<file path="config.mk">
export PLATFORM = sky130hd
export DESIGN_NAME = ifu_fetch
export DESIGN_NICKNAME = d
export VERILOG_FILES = /design/src/rtl/ifu_fetch_pkg.sv /design/src/rtl/ifu_perf_cnt.sv /design/src/rtl/ifu_fetch.sv
export SDC_FILE = /design/constraint.sdc
export NUM_CORES = 1
export LEC_CHECK = 0
export ABC_AREA = 1
export CORE_AREA = 3 3 106 108
export CTS_CLUSTER_SIZE = 25
export DETAILED_ROUTE_END_ITERATION = 6
export DIE_AREA = 0 0 109 111
export HOLD_SLACK_MARGIN = 0.03
export PLACE_DENSITY = 0.84
export SYNTH_ARGS = -nofsm -noshare
export SYNTH_HDL_FRONTEND = slang
export SYNTH_SLANG_ARGS = --single-unit
</file>
<file path="constraint.sdc">
create_clock -name clk -period 7.81 [get_ports clk]
set_clock_uncertainty 0.1 [all_clocks]
set_input_delay 0.781 -clock clk [delete_from_list [all_inputs] [get_ports clk]]
set_output_delay 0.781 -clock clk [all_outputs]
set_load 0.05 [all_outputs]
</file>
<file path="src/rtl/ifu_fetch_pkg.sv">
// Shared fetch-stage types: FSM state encodings, the NOP word injected on
// misaligned fetches, and the default reset PC.
package ifu_fetch_pkg;

  typedef enum logic [2:0] {
    IFU_BOOT  = 3'd0,
    IFU_REQ   = 3'd1,
    IFU_WAIT  = 3'd2,
    IFU_DRAIN = 3'd3,
    IFU_HOLD  = 3'd4
  } ifu_state_e;

  localparam logic [31:0] IFU_NOP      = 32'h0000_0013;
  localparam logic [31:0] IFU_RESET_PC = 32'h8000_0000;

endpackage

</file>
<file path="src/rtl/ifu_perf_cnt.sv">
// 64-bit wrapping event counter with enable, used for fetch statistics.
module ifu_perf_cnt (
  input  logic        clk,
  input  logic        rst,
  input  logic        en,
  output logic [63:0] cnt
);

  always_ff @(posedge clk or posedge rst) begin
    if (rst)     cnt <= '0;
    else if (en) cnt <= cnt + 64'd1;
  end

endmodule

</file>
<file path="src/rtl/ifu_fetch.sv">
// Instruction fetch unit: one outstanding imem request, decode-side valid/ready,
// redirect with stale-response drain. Define IFU_PERF_CNT_EN for perf counters.
module ifu_fetch
  import ifu_fetch_pkg::*;
#(
  parameter int              XLEN     = 32,
  parameter logic [XLEN-1:0] RESET_PC = IFU_RESET_PC
) (
  input  logic            clk,
  input  logic            rst,
  output logic            imem_req_valid,
  input  logic            imem_req_ready,
  output logic [XLEN-1:0] imem_req_addr,
  input  logic            imem_resp_valid,
  input  logic [XLEN-1:0] imem_resp_data,
  input  logic            imem_resp_err,
  input  logic            redirect_valid,
  input  logic [XLEN-1:0] redirect_pc,
  output logic            inst_valid,
  input  logic            inst_ready,
  output logic [XLEN-1:0] inst,
  output logic [XLEN-1:0] inst_pc,
  output logic            inst_fault
`ifdef IFU_PERF_CNT_EN
  ,
  output logic [63:0]     perf_fetch_cnt,
  output logic [63:0]     perf_stall_cnt
`endif
);

  ifu_state_e      state, state_nxt;
  logic [XLEN-1:0] pc, pc_nxt, inst_nxt, inst_pc_nxt;
  logic            fault_nxt;
  logic            misaligned;

  // A misaligned pc never reaches the bus; REQ turns it into a faulting NOP.
  assign misaligned     = pc[1:0] != 2'b00;
  assign imem_req_valid = (state == IFU_REQ) && !misaligned;
  assign imem_req_addr  = pc;
  assign inst_valid     = (state == IFU_HOLD);

  always_comb begin
    state_nxt   = state;
    pc_nxt      = pc;
    inst_nxt    = inst;
    inst_pc_nxt = inst_pc;
    fault_nxt   = inst_fault;
    unique case (state)
      IFU_BOOT: state_nxt = IFU_REQ;
      IFU_REQ: begin
        if (redirect_valid) begin
          pc_nxt    = redirect_pc;
          state_nxt = (imem_req_valid && imem_req_ready) ? IFU_DRAIN : IFU_REQ;
        end else if (misaligned) begin
          inst_nxt    = XLEN'(IFU_NOP);
          inst_pc_nxt = pc;
          fault_nxt   = 1'b1;
          state_nxt   = IFU_HOLD;
        end else if (imem_req_ready) begin
          state_nxt = IFU_WAIT;
        end
      end
      IFU_WAIT: begin
        if (redirect_valid) begin
          // With a response this cycle it is simply dropped; otherwise drain it later.
          pc_nxt    = redirect_pc;
          state_nxt = imem_resp_valid ? IFU_REQ : IFU_DRAIN;
        end else if (imem_resp_valid) begin
          inst_nxt    = imem_resp_data;
          inst_pc_nxt = pc;
          fault_nxt   = imem_resp_err;
          state_nxt   = IFU_HOLD;
        end
      end
      IFU_DRAIN: begin
        if (redirect_valid)  pc_nxt    = redirect_pc;
        if (imem_resp_valid) state_nxt = IFU_REQ;
      end
      IFU_HOLD: begin
        if (redirect_valid) begin
          pc_nxt    = redirect_pc;
          state_nxt = IFU_REQ;
        end else if (inst_ready) begin
          pc_nxt    = pc + XLEN'(4);
          state_nxt = IFU_REQ;
        end
      end
      default: state_nxt = IFU_BOOT;
    endcase
  end

  always_ff @(posedge clk or posedge rst) begin
    if (rst) begin
      state      <= IFU_BOOT;
      pc         <= RESET_PC;
      inst       <= '0;
      inst_pc    <= '0;
      inst_fault <= 1'b0;
    end else begin
      state      <= state_nxt;
      pc         <= pc_nxt;
      inst       <= inst_nxt;
      inst_pc    <= inst_pc_nxt;
      inst_fault <= fault_nxt;
    end
  end

`ifdef IFU_PERF_CNT_EN
  logic stall_en;
  assign stall_en = (state == IFU_REQ) || (state == IFU_WAIT) || (state == IFU_DRAIN);

  ifu_perf_cnt u_fetch_cnt (
    .clk (clk),
    .rst (rst),
    .en  (inst_valid && inst_ready),
    .cnt (perf_fetch_cnt)
  );

  ifu_perf_cnt u_stall_cnt (
    .clk (clk),
    .rst (rst),
    .en  (stall_en),
    .cnt (perf_stall_cnt)
  );
`endif

endmodule
</file>
Yosys cells after proc, flatten, opt, wreduce, memory -nomap -nowiden

Cells that the tools add are included.

Add/subtract/negate cells: 1
Eq/ne operators: 13
Multiplexer cells: 30
Reduce and logical (&&, ||, !) cells: 11

Operator list:

| cell                                                                    | count |
|---|---|
| 32-bit two-way mux                                                      | 11 |
| 32-bit case mux with 2 select lines                                     | 3 |
| 32-bit by 3-bit adder with 32-bit output, second input constant         | 1 |
| 3-bit two-way mux                                                       | 8 |
| 3-bit case mux with 5 select lines                                      | 1 |
| 2-bit inequality test, second input constant                            | 5 |
| 3-bit by 2-bit equality test with 1-bit output, second input constant   | 2 |
| 2-bit nonzero test                                                      | 3 |
| 5-bit AND reduction                                                     | 1 |
| 1-bit two-way mux                                                       | 4 |
| 2-bit two-way mux                                                       | 2 |
| 4-bit inequality test, second input constant                            | 1 |
| 4-bit AND reduction                                                     | 1 |
| 3-bit by 1-bit equality test with 1-bit output, second input constant   | 1 |
| 3-bit equality test, second input constant                              | 1 |
| 3-bit logical NOT                                                       | 1 |
| 3-bit by 2-bit inequality test with 1-bit output, second input constant | 1 |
| 3-bit inequality test, second input constant                            | 1 |
| 3-bit AND reduction                                                     | 1 |
| 3-bit OR reduction                                                      | 1 |
| 1-bit logical AND                                                       | 2 |
| 2-bit by 1-bit inequality test with 1-bit output, second input constant | 1 |
| 1-bit case mux with 2 select lines                                      | 1 |
| 1-bit logical NOT                                                       | 1 |

Bits in registers: 100
Input bits: 71
Output and inout bits: 99

Longest topological paths before layout

Gate-level depths: netlist of the first run.

Word-level depth: 7
Mapped depth: 11
Depth with buffers taken out: 10

Worst setup path before layout of the first run

OpenSTA, ideal clock, no wires.

Path type: register -> output
Start point: register pc[0], in the netlist imem_req_addr[0]
End point: output port imem_req_valid
Arrival: 1.517 ns
Data required time: 6.929 ns
Slack: 5.412 ns
Cell stages (with the launch flop): 4
Buffers on the path: 0
Cell sequence: dfrtp_1 > nor2_1 > inv_1 > nor2_1

Cells in the longest elaborated chain, start to end: 3

Ends and longest elaborated chain:

| item                   | RTL line         | source |
|---|---|---|
| from (decl)            | ifu_fetch.sv:32  | `logic [XLEN-1:0] pc, pc_nxt, inst_nxt, inst_pc_nxt;` |
| from (signal assigned) | ifu_fetch.sv:101 | `pc <= pc_nxt;` |
| 2-bit nonzero test     | ifu_fetch.sv:37  | `assign misaligned = pc[1:0] != 2'b00;` |
| 1-bit logical NOT      | ifu_fetch.sv:38  | `assign imem_req_valid = (state == IFU_REQ) && !misaligned;` |
| 1-bit logical AND      | ifu_fetch.sv:38  |  |
| to (decl)              | ifu_fetch.sv:11  | `output logic imem_req_valid,` |

Every way passes these cells.

Worst setup path after layout of the first run

Start point: register state[2]
End point: register inst_pc[28]

Cells in the longest elaborated chain, start to end: 3
Elaborated cells between the ends (all ways): 9
Classes of those cells: 6 x eq/ne; 1 x mux; 2 x reduce/logical

Ends and longest elaborated chain:

| item                                                                                                             | RTL line         | source |
|---|---|---|
| from (decl)                                                                                                      | ifu_fetch.sv:31  | `ifu_state_e state, state_nxt;` |
| from (signal assigned)                                                                                           | ifu_fetch.sv:100 | `state <= state_nxt;` |
| 3-bit by 1-bit equality test with 1-bit output or 3-bit by 2-bit equality test with 1-bit output (tied branches) | ifu_fetch.sv:48  | `unique case (state)` |
| 2-bit inequality test (no line) or 2-bit nonzero test (tied branches)                                            | --               |  |
| 5-bit AND reduction (no line)                                                                                    | --               |  |
| to (signal assigned)                                                                                             | ifu_fetch.sv:103 | `inst_pc <= inst_pc_nxt;` |
| to (decl)                                                                                                        | ifu_fetch.sv:22  | `output logic [XLEN-1:0] inst_pc,` |

Parallel ways exist; a longest one is shown, timed or not.
A chain may end at the register's enable or synchronous reset.

==> results of run 1 <==
-- per-layer routing --
metal	vias to the layer above	global-route usage [%]	part of all wire, %
met5	-	0	0
met4	0	7.15	2.0
met3	29	5.47	8.8
met2	248	40.7	47
met1	2356	32.7	42
li1	2449	-	-
-- cells in the final DEF, fill, tap and decap left out, types with 3 or more instances in the layout --
| cell type | Yosys | layout |
|---|---|---|
| nand2_1 | 247 | 247 |
| clkdlybuf4s50_1 | 0 | 169 |
| dfrtp_1 | 99 | 99 |
| nand3_1 | 67 | 67 |
| nor2_1 | 50 | 50 |
| inv_1 | 43 | 42 |
| o21ai_1 | 37 | 37 |
| o21ai_0 | 21 | 21 |
| a21oi_1 | 20 | 20 |
| o21a_1 | 13 | 13 |
| clkbuf_8 | 0 | 10 |
| inv_2 | 7 | 7 |
| or2_2 | 7 | 7 |
| nor2_2 | 5 | 5 |
| nand4_1 | 4 | 4 |
| and2_1 | 4 | 4 |
| nor2_4 | 3 | 3 |
| bufinv_16 | 0 | 3 |
-- how the worst max path moves through the flow --
stage / from / to / slack [ps]
finish: state[2] / inst_pc[28] / 4780
CTS: state[2] / inst_pc[28] / 4830
detailed placement: redirect_valid / inst_pc[28] / 4530
floorplan: rst / imem_req_addr[0] / 4310
global route: state[0] / inst_pc[30] / 4540
global placement: redirect_valid / inst_pc[23] / 4630
-- sequential cells by signal, summed over array words and instances (netlist names) --
signal         cells
imem_req_addr     32
inst              32
inst_fault         1
inst_pc           32
state              3
-- worst reg2reg max path, stage by stage, from the launching register on --
cell	delay, ps
dfrtp_1	430
inv_2	100
nand3_2	150
inv_2	440
o21ai_2	150
nor2_4	670
inv_4	560
nand2_1	210
o21ai_1	80
-- stage by stage --
step                hold WS (ps)  power (mW)
finish                       391        3.04
global placement             354        2.60
global route                 409        3.22
floorplan                    435        2.12
CTS                          390        3.05
detailed placement           367        2.64
-- logic make-up (layout without fill, tap and decap cells) --
logic type	count (synthesis)	in the layout	share of synthesized area, %
AND/OR/NAND/NOR	392	392	32.2
flip-flops	100	100	49.0
AO/OA/AOI/OAI	97	97	10.4
buffers and inverters	80	237	7.96
adder cells (fa/ha/maj)	1	1	0.245
XOR/XNOR	1	1	0.171
-- layout make-up --
type | count | area [µm²]
clock inverters | 5 | 108
multi-input cells | 491 | 2200
well taps | 136 | 170
clock buffers | 10 | 138
fillers | 879 | 3300
repair buffers | 171 | 1710
inverters | 51 | 196
flip-flops and latches | 100 | 2500
-- cell usage after synthesis (all sizes together), types with 3 or more instances --
master | count | area share [%]
inv | 51 | 3.8
clkbuf | 3 | 0.22
buf | 26 | 3.9
nor2 | 58 | 4.9
nand2 | 248 | 18
a21oi | 20 | 2.0
nand4 | 4 | 0.49
and2 | 4 | 0.49
o21a | 13 | 1.9
or2 | 9 | 1.1
nand3 | 69 | 7.0
o21ai | 59 | 5.9
dfrtp | 99 | 48
-- power by group through the flow --
stage               clock, mW  sequential [mW]  combinational [mW]
floorplan                   0             1.48               0.631
global placement            0            0.897                1.70
detailed placement          0            0.905                1.74
CTS                     0.411            0.898                1.74
global route            0.433            0.928                1.86
finish                  0.402            0.902                1.74
==> impl_metrics.tcl, run 1 <==
set metrics [dict create \
    status "finished, final reports clean" \
    ys.warnings.count 0 \
    place_ws_ps 4530 \
    cp_slowest_cell "nor2_4" \
    cts_hold_buf 0 \
    antennaDiodeCount 0 \
    insertion_delay_ps 360 \
    placed_area_mm2 0.00678 \
    rsz0062_at_grt "false" \
    max_slew.worst_pin.slew_ps 907 \
    crit_type "flip-flop to flip-flop" \
    io_buffers 169 \
    seq_area_frac_synth_pct 49.0 \
    globalplace.congestion 0.884 \
    grt_max_degree 94 \
    die_h_um 111 \
    start_util_pct 49.5 \
    die_width_um 109 \
    grt-ovfl-total 0 \
    synth_edf_count 0 \
    grt_use_total_pct 24.8 \
    syn_area_mm2 0.00511 \
    worst-path-buf-inv 3 \
    min_period_ps 3030 \
    cp_max_fo 93 \
    ctsResizeCount 0 \
    cts_tree "yes" \
    syn_inst 671 \
    syn_avg_cell_area_um2 7.62 \
    arrival_ps 3150 \
    worst_path_dominant_cell_family "buffers and inverters" \
    final_cell_area_mm2 0.00702 \
    critPathLaunchType "flip-flop" \
    fp.coreArea_mm2 0.0103 \
    clock-root-buffer "clkbuf_8" \
    p_per_area_mw_per_mm2 433 \
    die_area_mm2 0.0121 \
    required_ps 7930 \
    yosysUniqueCellTypes 33 \
    wirelength_um 15000 \
    path_cells "inv_2, nand3_2, inv_2, o21ai_2, nor2_4, inv_4, nand2_1, o21ai_1" \
    num_io_pins 170 \
    maxCapViolations 0 \
    nNetsFinal 896 \
    numCtsBuffers 9 \
    hold_viol_final 0 \
    synthArstFlopShare_pct 100 \
    critPathMaxStageDelay_ps 670 \
    p_sw_share_pct 51.9 \
    ir_drop_mv 0.312 \
    ctsHtreeMaxLevel 3 \
    clk_pin_slew_ps 90 \
    fin_setup_tns_ps 0 \
    end_kind "flip-flop" \
    comb_power_share_pct 57.1 \
    cts.sinks 100 \
    p_switching_mw 1.58 \
    leakagePower_nw 3.20 \
    hold_path.startpoint "inst[22]" \
    r2r-end "inst_pc[28]" \
    maxSlewHeadroom_pct 39.5 \
    fin_util_pct 68.0 \
    p_int_mw 1.46 \
    wire_per_inst_um 15.6 \
    drc 0 \
    power_frac_seq_pct 29.7 \
    synth-seq-cells 100 \
    drv_slew 0 \
    drt-initial-drc-count 506 \
    dr.pass1.iters 6 \
    worst_path_most_repeated_cell "inv_2" \
    worstRegToRegCells 8 \
    setup_viol 0 \
    worst-path-stages 8 \
    rrSetupSlack_ps 4780 \
    place_hpwl_um 10900 \
    grt_pass1_wl_um 24200 \
    synth_fp_nets 743 \
    r2r_start "state[2]" \
    holdPathStages 2 \
    clockBufferDepth 2 \
    post_cts_buffers 0 \
    grt_pass1_vias 4959 \
    fin_cells 964 \
    drive_gt1_share_pct 5.56 \
    antenna_found_initial 0 \
    via_count 5082 \
    placed_cells 949 \
    power.share.clock_pct 13.2 \
    rows 37 \
    ant_nets 0 \
    avgViaCountPerCell 5.27 \
    synth_flop_cell "dfrtp_1" \
    hold_class "flip-flop to flip-flop" \
    syn_to_final_growth_pct 37.4 \
    holdPathEnd "inst[22]" \
    fmax_mhz 330 \
    post-route-period-util_pct 38.8 \
    finalWorstSetupSlack_ps 4780 \
]
(Power assumes the default switching activity.)
==> inputs of run 2 (changes only) <==
--- a/config.mk
+++ b/config.mk
@@ -6,12 +6,12 @@
 export NUM_CORES = 1
 export LEC_CHECK = 0
 export ABC_AREA = 1
-export CORE_AREA = 3 3 106 108
+export CORE_AREA = 3 3 115 117
 export CTS_CLUSTER_SIZE = 25
 export DETAILED_ROUTE_END_ITERATION = 6
-export DIE_AREA = 0 0 109 111
+export DIE_AREA = 0 0 118 120
 export HOLD_SLACK_MARGIN = 0.03
-export PLACE_DENSITY = 0.84
+export PLACE_DENSITY = 0.76
 export SYNTH_ARGS = -nofsm -noshare
 export SYNTH_HDL_FRONTEND = slang
 export SYNTH_SLANG_ARGS = --single-unit
==> constraint.sdc (replaced) <==
create_clock -name clk -period 2.7 [get_ports clk]
set_clock_uncertainty 0.1 [all_clocks]
set_input_delay 0.27 -clock clk [delete_from_list [all_inputs] [get_ports clk]]
set_output_delay 0.27 -clock clk [all_outputs]
set_load 0.05 [all_outputs]
==> run 2 against run 1 <==
Compared with the run above:
- count of clock-buffer cells in the layout increased by 3
- first-iteration DRC count decreased by 12%
- worst setup slack got worse by 4500 ps
- combinational power increased to 2.9 times the previous value
- clock power increased to 3.3 times the previous value
- critical endpoint is now imem_req_valid
- core utilization decreased by 10 points
- die area increased by 17%
- critical path type is now flip-flop to output port
- register-to-register slack got worse by 4000 ps
==> impl_metrics.tcl, run 2 (synthesis results as in run 1) <==
set metrics [dict create \
    syn_to_final_growth_pct 41.0 \
    critPathMaxStageDelay_ps 860 \
    final_common_cell "nand2_1" \
    grt_use_total_pct 21.2 \
    maxCapViolations 0 \
    status "finished, final reports clean" \
    end_kind "output port" \
    arrival_ps 2010 \
    worst-path-buf-inv 2 \
    insertion_delay_ps 340 \
    die_area_mm2 0.0142 \
    globalplace.congestion 0.847 \
    leakagePower_nw 3.26 \
    grt_pass1_wl_um 24400 \
    cp_slowest_cell "clkdlybuf4s50_1" \
    fmax_mhz 421 \
    min_period_ps 2380 \
    p_per_area_mw_per_mm2 1250 \
    ir_drop_mv 0.805 \
    cts_tree "yes" \
    hold_viol_final 0 \
    drive_gt1_share_pct 6.22 \
    critPathLaunchType "flip-flop" \
    avgViaCountPerCell 4.93 \
    finalWorstSetupSlack_ps 323 \
    nNetsFinal 903 \
    grt-ovfl-total 0 \
    ant_nets 0 \
    final_cell_area_mm2 0.00721 \
    numCtsBuffers 9 \
    rsz0062_at_grt "false" \
    clockBufferDepth 2 \
    hold_class "primary input to asynchronous set/reset pin" \
    post-route-period-util_pct 88.0 \
    start_util_pct 41.0 \
    antennaDiodeCount 0 \
    fin_setup_tns_ps 0 \
    grt_pass1_vias 4761 \
    cts.sinks 100 \
    die_width_um 118 \
    drc 0 \
    num_io_pins 170 \
    setup_viol 0 \
    drv_slew 0 \
    ctsHtreeMaxLevel 3 \
    path_cells "inv_2, nand3_1, nor2_1, clkdlybuf4s50_1" \
    cp_max_fo 4 \
    worst_path_dominant_cell_family "buffers and inverters" \
    wire_per_inst_um 14.7 \
    grt_max_degree 101 \
    drt-initial-drc-count 446 \
    rows 41 \
    ctsResizeCount 0 \
    fp.coreArea_mm2 0.0125 \
    place_hpwl_um 10500 \
    place_ws_ps 451 \
    hold_ws_ps 301 \
    wirelength_um 14800 \
    r2r_start "imem_req_addr[2]" \
    clk_pin_slew_ps 70 \
    final_cell_mix "247 x nand2_1, 169 x clkdlybuf4s50_1, 99 x dfrtp_1" \
    critPathLaunch "state[2]" \
    die_h_um 120 \
    via_count 4969 \
    cts_hold_buf 0 \
    placed_area_mm2 0.00690 \
    dr.pass1.iters 5 \
    max_slew.worst_pin.slew_ps 666 \
    post_cts_buffers 0 \
    antenna_found_initial 0 \
    maxSlewHeadroom_pct 55.5 \
    required_ps 2330 \
    crit_type "flip-flop to output port" \
    clock-root-buffer "clkbuf_16" \
    io_buffers 169 \
]
[run 2: cell type report]
type	instances	area, µm²
Clock inverter	3	45.0
Timing Repair Buffer	178	1780
Sequential cell	100	2500
Clock buffer	13	260
Tap cell	172	215
Fill cell	1139	5260
Inverter	51	198
Multi-Input combinational cell	491	2200
[run 2: worst reg2reg max path: cells and delay by family (launching register included)]
kind,cells,cell delay [ps]
adders and majority gates,1,190
DFF,1,420
and+or+nand+nor,9,1110
[run 2: path summary, 6_finish.rpt]
path                                          end  slack, ps  cells after the start
worst min-delay path                      inst[5]        300                      3
worst max register to register  imem_req_addr[22]        770                     10
min in group clk                          inst[0]        370                      2
max in group asynchronous             inst_pc[27]       1730                      3
worst max-delay path               imem_req_valid        320                      4
worst min register to register            inst[0]        370                      2
[run 2: layer usage]
metal / wire length [µm] / global-route usage, % / up-vias
met1: 6730 / 28.7 / 2292
met5: 0 / 0 / -
li1: - / - / 2463
met3: 914 / 4.24 / 21
met2: 6910 / 34.5 / 193
met4: 224 / 6.81 / 0
[run 2: per-stage QoR]
step	util [%]	instances	total power [mW]
global placement	55.4	992	7.66
detailed placement	55.4	992	7.72
floorplan	-	671	6.12
CTS	57.8	1008	9.09
finish	57.8	1008	9.03
global route	57.8	1008	9.58
[run 2: power breakdown]
group,internal (mW),switching [mW]
registers,2.06,0.538
clock network,0.771,0.562
logic,1.59,3.51
==> inputs of run 3 (changes only) <==
--- a/config.mk
+++ b/config.mk
@@ -6,10 +6,10 @@
 export NUM_CORES = 1
 export LEC_CHECK = 0
 export ABC_AREA = 1
-export CORE_AREA = 3 3 115 117
+export CORE_AREA = 10 10 122 124
 export CTS_CLUSTER_SIZE = 25
 export DETAILED_ROUTE_END_ITERATION = 6
-export DIE_AREA = 0 0 118 120
+export DIE_AREA = 0 0 132 134
 export HOLD_SLACK_MARGIN = 0.03
 export PLACE_DENSITY = 0.76
 export SYNTH_ARGS = -nofsm -noshare
==> run 3 against run 2 <==
Compared with the run above:
- cell area decreased by 0.12%
- largest power group unchanged
- worst setup slack got worse by 34 ps
- combinational power increased by 2%
- core utilization decreased by 0.070 points
- register-to-register slack got worse by 80 ps
==> impl_metrics.tcl, run 3 (synthesis results as in run 1) <==
set metrics [dict create \
    status "finished, final reports clean" \
    p_per_area_mw_per_mm2 1250 \
    avgViaCountPerCell 4.91 \
    grt_pass1_vias 4621 \
    insertion_delay_ps 350 \
    ant_nets 0 \
    wirelength_um 16100 \
    critPathLaunchType "flip-flop" \
    syn_to_final_growth_pct 40.8 \
    clk_pin_slew_ps 60 \
    finalWorstSetupSlack_ps 289 \
    place_ws_ps 513 \
    drive_gt1_share_pct 6.22 \
    ctsResizeCount 0 \
    io_buffers 169 \
    min_period_ps 2410 \
    fp.coreArea_mm2 0.0125 \
    globalplace.congestion 0.898 \
    post-route-period-util_pct 89.3 \
    rsz0062_at_grt "false" \
    antenna_found_initial 0 \
    final_cell_mix "247 x nand2_1, 169 x clkdlybuf4s50_1, 99 x dfrtp_1" \
    place_hpwl_um 11900 \
    fmax_mhz 415 \
    hold_class "primary input to asynchronous set/reset pin" \
    start_util_pct 41.0 \
    rows 41 \
    ctsHtreeMaxLevel 3 \
    die_width_um 132 \
    crit_type "flip-flop to output port" \
    ir_drop_mv 0.642 \
    rrSetupSlack_ps 690 \
    post_cts_buffers 0 \
    maxSlewHeadroom_pct 61.7 \
    hold_viol_final 0 \
    clock-root-buffer "clkbuf_16" \
    leakagePower_nw 3.26 \
    cts_tree "yes" \
    grt-ovfl-total 0 \
    antennaDiodeCount 0 \
    drv_slew 0 \
    grt_pass1_wl_um 25700 \
    grt_use_total_pct 17.9 \
    die_h_um 134 \
    drc 0 \
    maxCapViolations 0 \
    cp_max_fo 3 \
    nFillCells 1137 \
    final_common_cell "nand2_1" \
    cts_hold_buf 0 \
    clockBufferDepth 2 \
    arrival_ps 2040 \
    max_slew.worst_pin.slew_ps 572 \
    fin_util_pct 57.7 \
    end_kind "output port" \
    via_count 4951 \
    setup_viol 0 \
    drt-initial-drc-count 372 \
    die_area_mm2 0.0177 \
    fin_setup_tns_ps 0 \
    required_ps 2330 \
    grt_max_degree 101 \
    wire_per_inst_um 16.0 \
    cts.sinks 100 \
    dr.pass1.iters 5 \
    nNetsFinal 903 \
    numCtsBuffers 9 \
    num_io_pins 170 \
]
[run 3: changes by cell type in the layout (fill, tap and decap cells not counted)]
| cell | previous run | this run |
|---|---|---|
| buf_12 | 2 | 4 |
| clkbuf_8 | 2 | 1 |
| bufinv_16 | 1 | 0 |
| buf_4 | 7 | 5 |
| clkinv_2 | 0 | 2 |
[run 3: final cells by class]
class                      instances  area [µm²]  share of cell area (%)
clock buffer                      12         246                    3.42
clock inverter                     4        25.0                   0.348
inverter                          51         198                    2.75
multi-input combinational        491        2200                    30.6
sequential                       100        2500                    34.8
tap                              172         215                    2.99
timing repair buffer             178        1810                    25.1
[run 3: path summary, 6_finish.rpt]
check                           cells past startpoint              from                end
worst max-delay path                                4  imem_req_addr[0]     imem_req_valid
min in group clk                                    2        inst_fault         inst_fault
worst min register to register                      2        inst_fault         inst_fault
worst min-delay path                                3               rst         inst_fault
max in group asynchronous                           3               rst        inst_pc[17]
worst max register to register                     10  imem_req_addr[2]  imem_req_addr[22]
[run 3: layer usage]
layer	GRT usage (%)	vias to the layer above	wire [µm]
li1	-	2475	-
met1	22.6	2285	7290
met2	28.3	175	7330
met3	6.05	16	1250
met4	5.75	0	255
met5	0	-	0
[run 3: per-stage QoR]
stage / area, µm² / hold slack, ps / power [mW] / std cells
2_1_floorplan: 5110 / 308 / 6.12 / 671
4_1_cts: 7200 / 364 / 9.08 / 1008
3_3_place_gp: 6930 / 354 / 7.78 / 992
3_5_place_dp: 6930 / 359 / 7.84 / 992
6_report: 7200 / 313 / 9.00 / 1008
5_1_grt: 7200 / 379 / 9.57 / 1008
[run 3: where the power goes]
part	switching, mW	leakage (nW)	total, mW	internal [mW]
registers	0.525	1.26	2.58	2.06
logic	3.57	1.86	5.21	1.64
clock network	0.559	0.129	1.21	0.648
[run 3: critical path, stage by stage, from the launching register on]
cell             delay [ps]
dfrtp_1                 410
nor2_1                  170
inv_1                    60
nor2_1                  200
clkdlybuf4s50_1         850
